**config.mk**
```make
export PLATFORM = sky130hd
export DESIGN_NAME = inlet_dispense_seq_flat
export DESIGN_NICKNAME = d
export VERILOG_FILES = /design/src/rtl/mfda_seq_pkg.sv /design/src/rtl/inlet_dispense_seq_if.sv /design/src/rtl/step_pacer.sv /design/src/rtl/inlet_dispense_seq.sv /design/src/flat_wrapper.sv
export SDC_FILE = /design/constraint.sdc
export NUM_CORES = 1
export LEC_CHECK = 0
export BUFFER_PORTS_ARGS = -buffer_cell sky130_fd_sc_hd__buf_4
export CAP_MARGIN = 10
export CELL_PAD_IN_SITES_DETAIL_PLACEMENT = 0
export CELL_PAD_IN_SITES_GLOBAL_PLACEMENT = 2
export CORE_ASPECT_RATIO = 0.5
export CORE_UTILIZATION = 37
export DETAILED_ROUTE_END_ITERATION = 7
export PLACE_DENSITY = 0.82
export SLEW_MARGIN = 20
export SYNTH_ARGS = -nofsm -noshare
export SYNTH_HDL_FRONTEND = slang
export SYNTH_SLANG_ARGS = --single-unit
export TNS_END_PERCENT = 1
```
**constraint.sdc**
```tcl
create_clock -name clk -period 3.2 [get_ports clk]
set_input_delay 0.32 -clock clk [delete_from_list [all_inputs] [get_ports clk]]
set_output_delay 0.32 -clock clk [all_outputs]
set_load 0.01 [all_outputs]
```
**src/rtl/mfda_seq_pkg.sv**
```systemverilog
// Shared state encoding, default parameters and a width helper for the inlet sequencer.
// Flush states exist only when INLET_DISPENSE_SEQ_FLUSH_EN is defined.
package mfda_seq_pkg;

    localparam int unsigned DEF_NUM_INLETS  = 3;
    localparam int unsigned DEF_VOL_W       = 16;
    localparam int unsigned DEF_STEP_DIV    = 8;
    localparam int unsigned DEF_VALVE_DLY   = 4;
    localparam int unsigned DEF_FLUSH_STEPS = 32;

    typedef enum logic [2:0] {
        IDLE        = 3'd0,
        OPEN        = 3'd1,
        PUMP        = 3'd2,
        CLOSE       = 3'd3,
`ifdef INLET_DISPENSE_SEQ_FLUSH_EN
        FLUSH_OPEN  = 3'd4,
        FLUSH_PUMP  = 3'd5,
        FLUSH_CLOSE = 3'd6,
`endif
        FIN         = 3'd7
    } seq_state_e;

    // Bits needed to hold values 0..n, never less than one.
    function automatic int unsigned cnt_w(input int unsigned n);
        return (n < 2) ? 1 : $clog2(n + 1);
    endfunction

endpackage

```
**src/rtl/inlet_dispense_seq_if.sv**
```systemverilog
// Control/status bundle between a host and the inlet dispense sequencer.
interface inlet_dispense_seq_if
    import mfda_seq_pkg::*;
#(
    parameter int unsigned NUM_INLETS = DEF_NUM_INLETS,
    parameter int unsigned VOL_W      = DEF_VOL_W
) ();

    logic                        start;
    logic                        abort;
    logic [NUM_INLETS*VOL_W-1:0] vol;
    logic [NUM_INLETS-1:0]       valve_open;
    logic                        flush_valve;
    logic                        pump_step;
    logic                        busy;
    logic                        done;
    logic                        aborted;

    modport master (
        output start, abort, vol,
        input  valve_open, flush_valve, pump_step, busy, done, aborted
    );

    modport slave (
        input  start, abort, vol,
        output valve_open, flush_valve, pump_step, busy, done, aborted
    );

endinterface

```
**src/rtl/step_pacer.sv**
```systemverilog
// Pump step pacer: loads a step count, then pulses once every STEP_DIV enabled cycles,
// starting on the first enabled cycle, until the count is exhausted.
module step_pacer
    import mfda_seq_pkg::*;
#(
    parameter int unsigned STEP_DIV = DEF_STEP_DIV,
    parameter int unsigned CNT_W    = DEF_VOL_W
) (
    input  logic             clk,
    input  logic             rst_n,
    input  logic             load,
    input  logic             en,
    input  logic [CNT_W-1:0] cnt,
    output logic             pulse,
    output logic             last
);

    localparam int unsigned DIV_W = cnt_w(STEP_DIV - 1);

    logic [DIV_W-1:0] div_q;
    logic [CNT_W-1:0] rem_q;

    assign pulse = en && (div_q == '0) && (rem_q != '0);
    assign last  = pulse && (rem_q == CNT_W'(1));

    always_ff @(posedge clk or negedge rst_n) begin
        if (!rst_n) begin
            div_q <= '0;
            rem_q <= '0;
        end else if (load) begin
            div_q <= '0;
            rem_q <= cnt;
        end else if (en) begin
            div_q <= (div_q == DIV_W'(STEP_DIV - 1)) ? '0 : div_q + DIV_W'(1);
            if (pulse) rem_q <= rem_q - CNT_W'(1);
        end
    end

endmodule

```
**src/rtl/inlet_dispense_seq.sv**
```systemverilog
// Sequences inlet valves 0..NUM_INLETS-1: open, pump vol[i] steps, close; optional flush
// pass when INLET_DISPENSE_SEQ_FLUSH_EN is defined. Abort ends in FIN with aborted set.
module inlet_dispense_seq
    import mfda_seq_pkg::*;
#(
    parameter int unsigned NUM_INLETS  = DEF_NUM_INLETS,
    parameter int unsigned VOL_W       = DEF_VOL_W,
    parameter int unsigned STEP_DIV    = DEF_STEP_DIV,
    parameter int unsigned VALVE_DLY   = DEF_VALVE_DLY,
    parameter int unsigned FLUSH_STEPS = DEF_FLUSH_STEPS
) (
    input logic                 clk,
    input logic                 rst_n,
    inlet_dispense_seq_if.slave bus
);

    localparam int unsigned IDX_W = (NUM_INLETS > 1) ? $clog2(NUM_INLETS) : 1;
    localparam int unsigned DLY_W = cnt_w(VALVE_DLY);
    localparam logic [VOL_W-1:0] FLUSH_CNT = VOL_W'(FLUSH_STEPS);
`ifdef INLET_DISPENSE_SEQ_FLUSH_EN
    localparam seq_state_e AFTER_INLETS = FLUSH_OPEN;
`else
    localparam seq_state_e AFTER_INLETS = FIN;
`endif

    seq_state_e                       state_q, state_d;
    logic [IDX_W-1:0]                 idx_q, idx_d;
    logic [DLY_W-1:0]                 dly_q, dly_d;
    logic                             ab_q, ab_d;
    logic [NUM_INLETS-1:0][VOL_W-1:0] vol_q;
    logic                             vol_ld, in_dly;
    logic                             pace_load, pace_en, pace_pulse, pace_last;
    logic [VOL_W-1:0]                 pace_cnt, cur_vol;
    logic                             last_inlet, dly_end;

    assign cur_vol    = vol_q[idx_q];
    assign last_inlet = (idx_q == IDX_W'(NUM_INLETS - 1));
    assign dly_end    = (dly_q == DLY_W'(VALVE_DLY - 1));

    always_ff @(posedge clk or negedge rst_n) begin
        if (!rst_n) begin
            state_q <= IDLE;
            idx_q   <= '0;
            dly_q   <= '0;
            ab_q    <= 1'b0;
            vol_q   <= '0;
        end else begin
            state_q <= state_d;
            idx_q   <= idx_d;
            dly_q   <= dly_d;
            ab_q    <= ab_d;
            if (vol_ld) vol_q <= bus.vol;
        end
    end

    always_comb begin
        state_d   = state_q;
        idx_d     = idx_q;
        ab_d      = ab_q;
        vol_ld    = 1'b0;
        in_dly    = 1'b0;
        pace_load = 1'b0;
        pace_cnt  = FLUSH_CNT;
        case (state_q)
            IDLE: if (bus.start) begin
                state_d = OPEN;
                idx_d   = '0;
                ab_d    = 1'b0;
                vol_ld  = 1'b1;
            end
            // A zero-volume inlet is skipped in a single cycle with its valve kept shut.
            OPEN: if (cur_vol == '0) begin
                if (last_inlet) state_d = AFTER_INLETS;
                else            idx_d   = idx_q + IDX_W'(1);
            end else begin
                in_dly = 1'b1;
                if (dly_end) begin
                    state_d   = PUMP;
                    pace_load = 1'b1;
                    pace_cnt  = cur_vol;
                end
            end
            PUMP: if (pace_last) state_d = CLOSE;
            CLOSE: begin
                in_dly = 1'b1;
                if (dly_end) begin
                    if (last_inlet) state_d = AFTER_INLETS;
                    else begin
                        state_d = OPEN;
                        idx_d   = idx_q + IDX_W'(1);
                    end
                end
            end
`ifdef INLET_DISPENSE_SEQ_FLUSH_EN
            FLUSH_OPEN: begin
                in_dly = 1'b1;
                if (dly_end) begin
                    state_d   = FLUSH_PUMP;
                    pace_load = 1'b1;
                end
            end
            FLUSH_PUMP: if (pace_last) state_d = FLUSH_CLOSE;
            FLUSH_CLOSE: begin
                in_dly = 1'b1;
                if (dly_end) state_d = FIN;
            end
`endif
            FIN:     state_d = IDLE;
            default: state_d = IDLE;
        endcase
        if (bus.abort && (state_q != IDLE) && (state_q != FIN)) begin
            state_d   = FIN;
            ab_d      = 1'b1;
            pace_load = 1'b0;
        end
        dly_d = (in_dly && !dly_end && (state_d == state_q)) ? dly_q + DLY_W'(1) : '0;
    end

    always_comb begin
        bus.valve_open  = '0;
        bus.flush_valve = 1'b0;
        pace_en         = (state_q == PUMP);
        if (((state_q == OPEN) && (cur_vol != '0)) || (state_q == PUMP) || (state_q == CLOSE))
            bus.valve_open[idx_q] = 1'b1;
`ifdef INLET_DISPENSE_SEQ_FLUSH_EN
        bus.flush_valve = (state_q == FLUSH_OPEN) || (state_q == FLUSH_PUMP) || (state_q == FLUSH_CLOSE);
        pace_en         = (state_q == PUMP) || (state_q == FLUSH_PUMP);
`endif
        // Abort suppresses a step that would fall in the same cycle.
        bus.pump_step   = pace_pulse && !bus.abort;
        bus.busy        = (state_q != IDLE);
        bus.done        = (state_q == FIN);
        bus.aborted     = (state_q == FIN) && ab_q;
    end

    step_pacer #(
        .STEP_DIV (STEP_DIV),
        .CNT_W    (VOL_W)
    ) u_pacer (
        .clk   (clk),
        .rst_n (rst_n),
        .load  (pace_load),
        .en    (pace_en),
        .cnt   (pace_cnt),
        .pulse (pace_pulse),
        .last  (pace_last)
    );

endmodule

```
**src/flat_wrapper.sv**
```systemverilog
// flat-port wrapper written by rule: the top's interface ports become plain ports
module inlet_dispense_seq_flat import mfda_seq_pkg::*;
#(
    parameter int unsigned NUM_INLETS  = DEF_NUM_INLETS,
    parameter int unsigned VOL_W       = DEF_VOL_W,
    parameter int unsigned STEP_DIV    = DEF_STEP_DIV,
    parameter int unsigned VALVE_DLY   = DEF_VALVE_DLY,
    parameter int unsigned FLUSH_STEPS = DEF_FLUSH_STEPS
)
  (clk, rst_n, bus_start, bus_abort, bus_vol, bus_valve_open, bus_flush_valve, bus_pump_step, bus_busy, bus_done, bus_aborted);
  inlet_dispense_seq_if #(.NUM_INLETS(NUM_INLETS), .VOL_W(VOL_W)) bus_i ();
  input logic clk;
  input logic rst_n;
  input wire logic [$bits(bus_i.start)-1:0] bus_start;
  input wire logic [$bits(bus_i.abort)-1:0] bus_abort;
  input wire logic [$bits(bus_i.vol)-1:0] bus_vol;
  output wire logic [$bits(bus_i.valve_open)-1:0] bus_valve_open;
  output wire logic [$bits(bus_i.flush_valve)-1:0] bus_flush_valve;
  output wire logic [$bits(bus_i.pump_step)-1:0] bus_pump_step;
  output wire logic [$bits(bus_i.busy)-1:0] bus_busy;
  output wire logic [$bits(bus_i.done)-1:0] bus_done;
  output wire logic [$bits(bus_i.aborted)-1:0] bus_aborted;
  assign bus_i.start = bus_start;
  assign bus_i.abort = bus_abort;
  assign bus_i.vol = bus_vol;
  assign bus_valve_open = bus_i.valve_open;
  assign bus_flush_valve = bus_i.flush_valve;
  assign bus_pump_step = bus_i.pump_step;
  assign bus_busy = bus_i.busy;
  assign bus_done = bus_i.done;
  assign bus_aborted = bus_i.aborted;
  inlet_dispense_seq #(.NUM_INLETS(NUM_INLETS), .VOL_W(VOL_W), .STEP_DIV(STEP_DIV), .VALVE_DLY(VALVE_DLY), .FLUSH_STEPS(FLUSH_STEPS)) u_core (.clk(clk), .rst_n(rst_n), .bus(bus_i));
endmodule
```
==> metrics.txt <==
# TYPE chip_impl_metric gauge
chip_impl_info{name="cts_tree",value="done"} 1
chip_impl_metric{name="floorplan.die.height",unit="um"} 75.2
chip_impl_metric{name="design.core.area",unit="um2"} 10300
chip_impl_metric{name="die_area",unit="um2"} 11100
chip_impl_metric{name="source_to_sink_clock_delay_at_the_later_pin_of_the_worst_skew_pair",unit="ps"} 340
chip_impl_metric{name="post-dp-hpwl",unit="um"} 7240
chip_impl_metric{name="clk_pin_slew_worst_setup_hold_paths",unit="ps"} 60
chip_impl_metric{name="fin_worst_skew",unit="ps"} 7.78
chip_impl_metric{name="synthesis.area",unit="um2"} 3960
chip_impl_metric{name="numCtsBuffers",unit=""} 9
chip_impl_metric{name="maxClockFrequency",unit="MHz"} 334
chip_impl_metric{name="max-vdd-ir-drop",unit="uV"} 457
chip_impl_metric{name="globalRoute.totalOverflow",unit=""} 0
chip_impl_metric{name="synth.avg_cell_area",unit="um2"} 11.2
chip_impl_metric{name="avgRoutedWirePerCell",unit="um"} 17.1
chip_impl_metric{name="postCtsSetupBuffers",unit=""} 0
chip_impl_metric{name="power_density",unit="nW/um2"} 907
chip_impl_metric{name="route.detailed.vias_per_inst",unit=""} 5.25
chip_impl_metric{name="yosysWarnings",unit=""} 0
chip_impl_metric{name="timing_worst_slew_pin_value",unit="ps"} 973
chip_impl_metric{name="mappedNetlistNets",unit=""} 415
chip_impl_metric{name="finalSetupTns",unit="ps"} 0
chip_impl_metric{name="n_antenna_cell",unit=""} 0
chip_impl_metric{name="max_slew_margin",unit="%"} 35.1
chip_impl_info{name="synth_area_leaders",value="sky130_fd_sc_hd__dfrtp_1, sky130_fd_sc_hd__mux2_2, sky130_fd_sc_hd__mux2i_1, sky130_fd_sc_hd__ha_1, sky130_fd_sc_hd__a21oi_1"} 1
chip_impl_metric{name="clock_sinks",unit=""} 76
chip_impl_metric{name="final_layout_size_suffix_gt1_share",unit="%"} 35.5
chip_impl_info{name="path_class",value="reg2out"} 1
chip_impl_metric{name="layout.filler_cells",unit=""} 947
chip_impl_info{name="grt_setup_unrepaired",value="false"} 1
chip_impl_info{name="worst_setup_path_start_kind",value="register"} 1
chip_impl_info{name="cts_root_buf",value="sky130_fd_sc_hd__clkbuf_16"} 1
chip_impl_metric{name="ys_types",unit=""} 56
chip_impl_metric{name="timing.final.crit_period",unit="ps"} 2990
chip_impl_metric{name="slew_viol_final",unit=""} 0
chip_impl_info{name="run_status",value="finished clean"} 1
chip_impl_metric{name="antenna_left",unit=""} 0
chip_impl_metric{name="route.vias.total",unit=""} 2939
chip_impl_metric{name="rows",unit=""} 26
chip_impl_info{name="critical_path.endpoint_type",value="primary output"} 1
chip_impl_metric{name="fraction_of_post_synthesis_cell_area_in_the_top_cell_type_by_area",unit="%"} 48.0
chip_impl_metric{name="gp_congestion",unit=""} 0.830
chip_impl_metric{name="largest_net_degree_at_the_start_of_global_routing",unit=""} 77
chip_impl_metric{name="cp.depth",unit=""} 7
chip_impl_info{name="holdCritPathClass",value="in2async"} 1
chip_impl_metric{name="crit_path_max_incr_delay",unit="ps"} 530
chip_impl_metric{name="flow.area_growth_from_synthesis",unit="%"} 22.6
chip_impl_metric{name="finalSetupViolations",unit=""} 0
chip_impl_metric{name="maximum_capacitance_violations",unit=""} 0
chip_impl_metric{name="synth_sequential_area_ratio",unit="%"} 48.0
chip_impl_metric{name="first_iter_violations",unit=""} 200
chip_impl_info{name="timing.critical_path.max_delay_family",value="simple AND/OR/NAND/NOR gates"} 1
chip_impl_metric{name="clock_tree.htree_level_count",unit=""} 3
chip_impl_metric{name="worst_r2r_path_depth",unit=""} 6
chip_impl_metric{name="min_period_over_period",unit="%"} 93.5
chip_impl_metric{name="whs",unit="ps"} 118
chip_impl_metric{name="power_leakage",unit="nW"} 2.02
chip_impl_metric{name="cells_after_synthesis",unit=""} 353
chip_impl_metric{name="cts_buffer_depth",unit=""} 2
chip_impl_metric{name="grt_first_pass_wirelength",unit="um"} 15500
chip_impl_metric{name="detail_route.drc_violations",unit=""} 0
chip_impl_metric{name="layout.nets",unit=""} 477
chip_impl_metric{name="ys_async_sr_fraction",unit="%"} 100
chip_impl_info{name="cell_breakdown_of_the_critical_path",value="mux2_2, a22oi_1, nand4_1, or4_1, o21ai_1, a21oi_1, buf_4"} 1
chip_impl_metric{name="drt-total-wl",unit="um"} 9600
chip_impl_metric{name="worst_path_required",unit="ps"} 2880
chip_impl_metric{name="report.final.hold_viol_count",unit=""} 0
chip_impl_metric{name="via_count_of_the_first_global_routing_pass",unit=""} 2796
chip_impl_metric{name="antenna_found_initial",unit=""} 0
chip_impl_metric{name="initial_utilization",unit="%"} 38.4
chip_impl_metric{name="die_width",unit="um"} 148
chip_impl_metric{name="ys_ff_latch",unit=""} 76
chip_impl_info{name="synth.largest_area_cell",value="sky130_fd_sc_hd__dfrtp_1"} 1
chip_impl_metric{name="count_of_flip_flops_with_a_built_in_enable_after_synthesis",unit=""} 0
chip_impl_metric{name="arrival",unit="ps"} 2670
chip_impl_metric{name="cp.buffers_inverters",unit=""} 1
chip_impl_info{name="slowest_stage",value="sky130_fd_sc_hd__or4_1"} 1
chip_impl_metric{name="floorplan.io_pins",unit=""} 60
chip_impl_info{name="yosys_most_used_dff",value="sky130_fd_sc_hd__dfrtp_1"} 1
chip_impl_metric{name="portBuffers",unit=""} 58
chip_impl_metric{name="highest_net_fanout_along_the_worst_path",unit=""} 9
chip_impl_metric{name="grt_util_all_layers",unit="%"} 18.7
chip_impl_metric{name="initial_drt_pass_iterations",unit=""} 4
-- path summary, 6_finish.rpt --
kind	startpoint	end	slack [ps]
setup / recovery	u_core.idx_q[1]	bus_valve_open[0]	210
hold / removal	rst_n	u_core.state_q[2]	120
setup reg to reg	u_core.state_q[2]	u_core.u_pacer.rem_q[14]	530
hold reg to reg	u_core.dly_q[0]	u_core.dly_q[0]	440
max in group asynchronous	rst_n	u_core.idx_q[1]	2360
min in group clk	bus_vol[32]	u_core.vol_q[32]	210
-- metal layers --
metal	up-vias	track usage (%)	part of all wire, %
li1	1429	-	-
met1	1426	28.4	53
met2	78	25.5	42
met3	6	5.45	5.0
met4	0	4.70	0.76
met5	-	0	0
-- cells by family (layout without fill, tap and decap cells) --
family / Yosys count / count (layout) / synth area share (%)
DFF: 76 / 76 / 48.0
muxes: 73 / 73 / 20.2
AOI/OAI and AO/OA: 68 / 68 / 11.5
adders and majority gates: 10 / 10 / 3.16
buffers and inverters: 30 / 97 / 3.32
xor gates and xnor gates: 7 / 7 / 1.55
other: 1 / 1 / 0.0947
and+or+nand+nor: 88 / 88 / 12.2
-- synth_stat cells (all sizes together) (2+ instances only) --
| cell | count |
|---|---|
| a211oi | 4 |
| a21oi | 19 |
| a22oi | 6 |
| and2 | 3 |
| and4 | 3 |
| buf | 7 |
| clkbuf | 10 |
| dfrtp | 76 |
| ha | 10 |
| inv | 13 |
| mux2 | 57 |
| mux2i | 16 |
| nand2 | 16 |
| nand2b | 4 |
| nand3 | 5 |
| nand4 | 5 |
| nor2 | 20 |
| nor3 | 7 |
| nor3b | 2 |
| nor4 | 5 |
| o211ai | 2 |
| o21ai | 19 |
| o2bb2ai | 5 |
| o32a | 2 |
| or2 | 2 |
| or3 | 7 |
| or4 | 4 |
| xnor2 | 5 |
| xor2 | 2 |
-- timing repair --
action	4_1_cts	5_1_grt
hold buffers	0	0
resized for setup	0	3
setup endpoints to repair	0	3
-- final cells by class --
class | instances | area (um2) | share of cell area, %
clock buffers | 10 | 229 | 4.71
clock inverters | 6 | 47.5 | 0.979
inverters | 13 | 48.8 | 1.00
multi-input cells | 247 | 1940 | 40.0
flip-flops and latches | 76 | 1900 | 39.2
well taps | 140 | 175 | 3.61
repair buffers | 68 | 510 | 10.5
-- placed cells by master (no fill, tap or decap), drive strengths merged, types with 5 or more instances in the layout --
| cell type | n |
|---|---|
| a21oi | 19 |
| o21ai | 19 |
| nor3 | 7 |
| or3 | 7 |
| ha | 10 |
| nand3 | 5 |
| nor2 | 20 |
| nand2 | 16 |
| nor4 | 5 |
| dfrtp | 76 |
| mux2i | 16 |
| inv | 15 |
| a22oi | 6 |
| nand4 | 5 |
| clkbuf | 10 |
| mux2 | 57 |
| o2bb2ai | 5 |
| buf | 68 |
| xnor2 | 5 |
-- power by group --
group          internal [mW]  total, mW  switching (mW)
Combinational          0.837       1.75           0.911
Clock                  0.530      0.946           0.416
Sequential              1.40       1.71           0.316
Total                   2.77       4.41            1.64
-- worst reg2reg max path, cell delays in order, from the launching register on --
cell,delay [ps]
sky130_fd_sc_hd__dfrtp_1,450
sky130_fd_sc_hd__or3b_1,530
sky130_fd_sc_hd__nor3b_2,380
sky130_fd_sc_hd__nand4_1,340
sky130_fd_sc_hd__or3_1,500
sky130_fd_sc_hd__o32a_1,310
sky130_fd_sc_hd__o21ai_1,70
-- flip-flops by register name, summed over array words and instances (netlist names) --
register              count
u_core.dly_q              3
u_core.u_pacer.rem_q     16
u_core.idx_q              2
u_core.vol_q             48
u_core.ab_q               1
u_core.u_pacer.div_q      3
u_core.state_q            3
-- stage by stage --
| step | area (um2) | worst slack (ps) | cells | total power, mW | util [%] |
|---|---|---|---|---|---|
| floorplan | 3960 | 755 | 353 | 2.88 | - |
| global placement | 4570 | 449 | 544 | 3.39 | 44.3 |
| detailed placement | 4570 | 368 | 544 | 3.46 | 44.3 |
| CTS | 4850 | 1.67 | 560 | 4.41 | 47.0 |
| global route | 4860 | 0.802 | 560 | 4.73 | 47.1 |
| finish | 4860 | 209 | 560 | 4.41 | 47.1 |
Note: power is estimated with default switching activity, not from simulation.
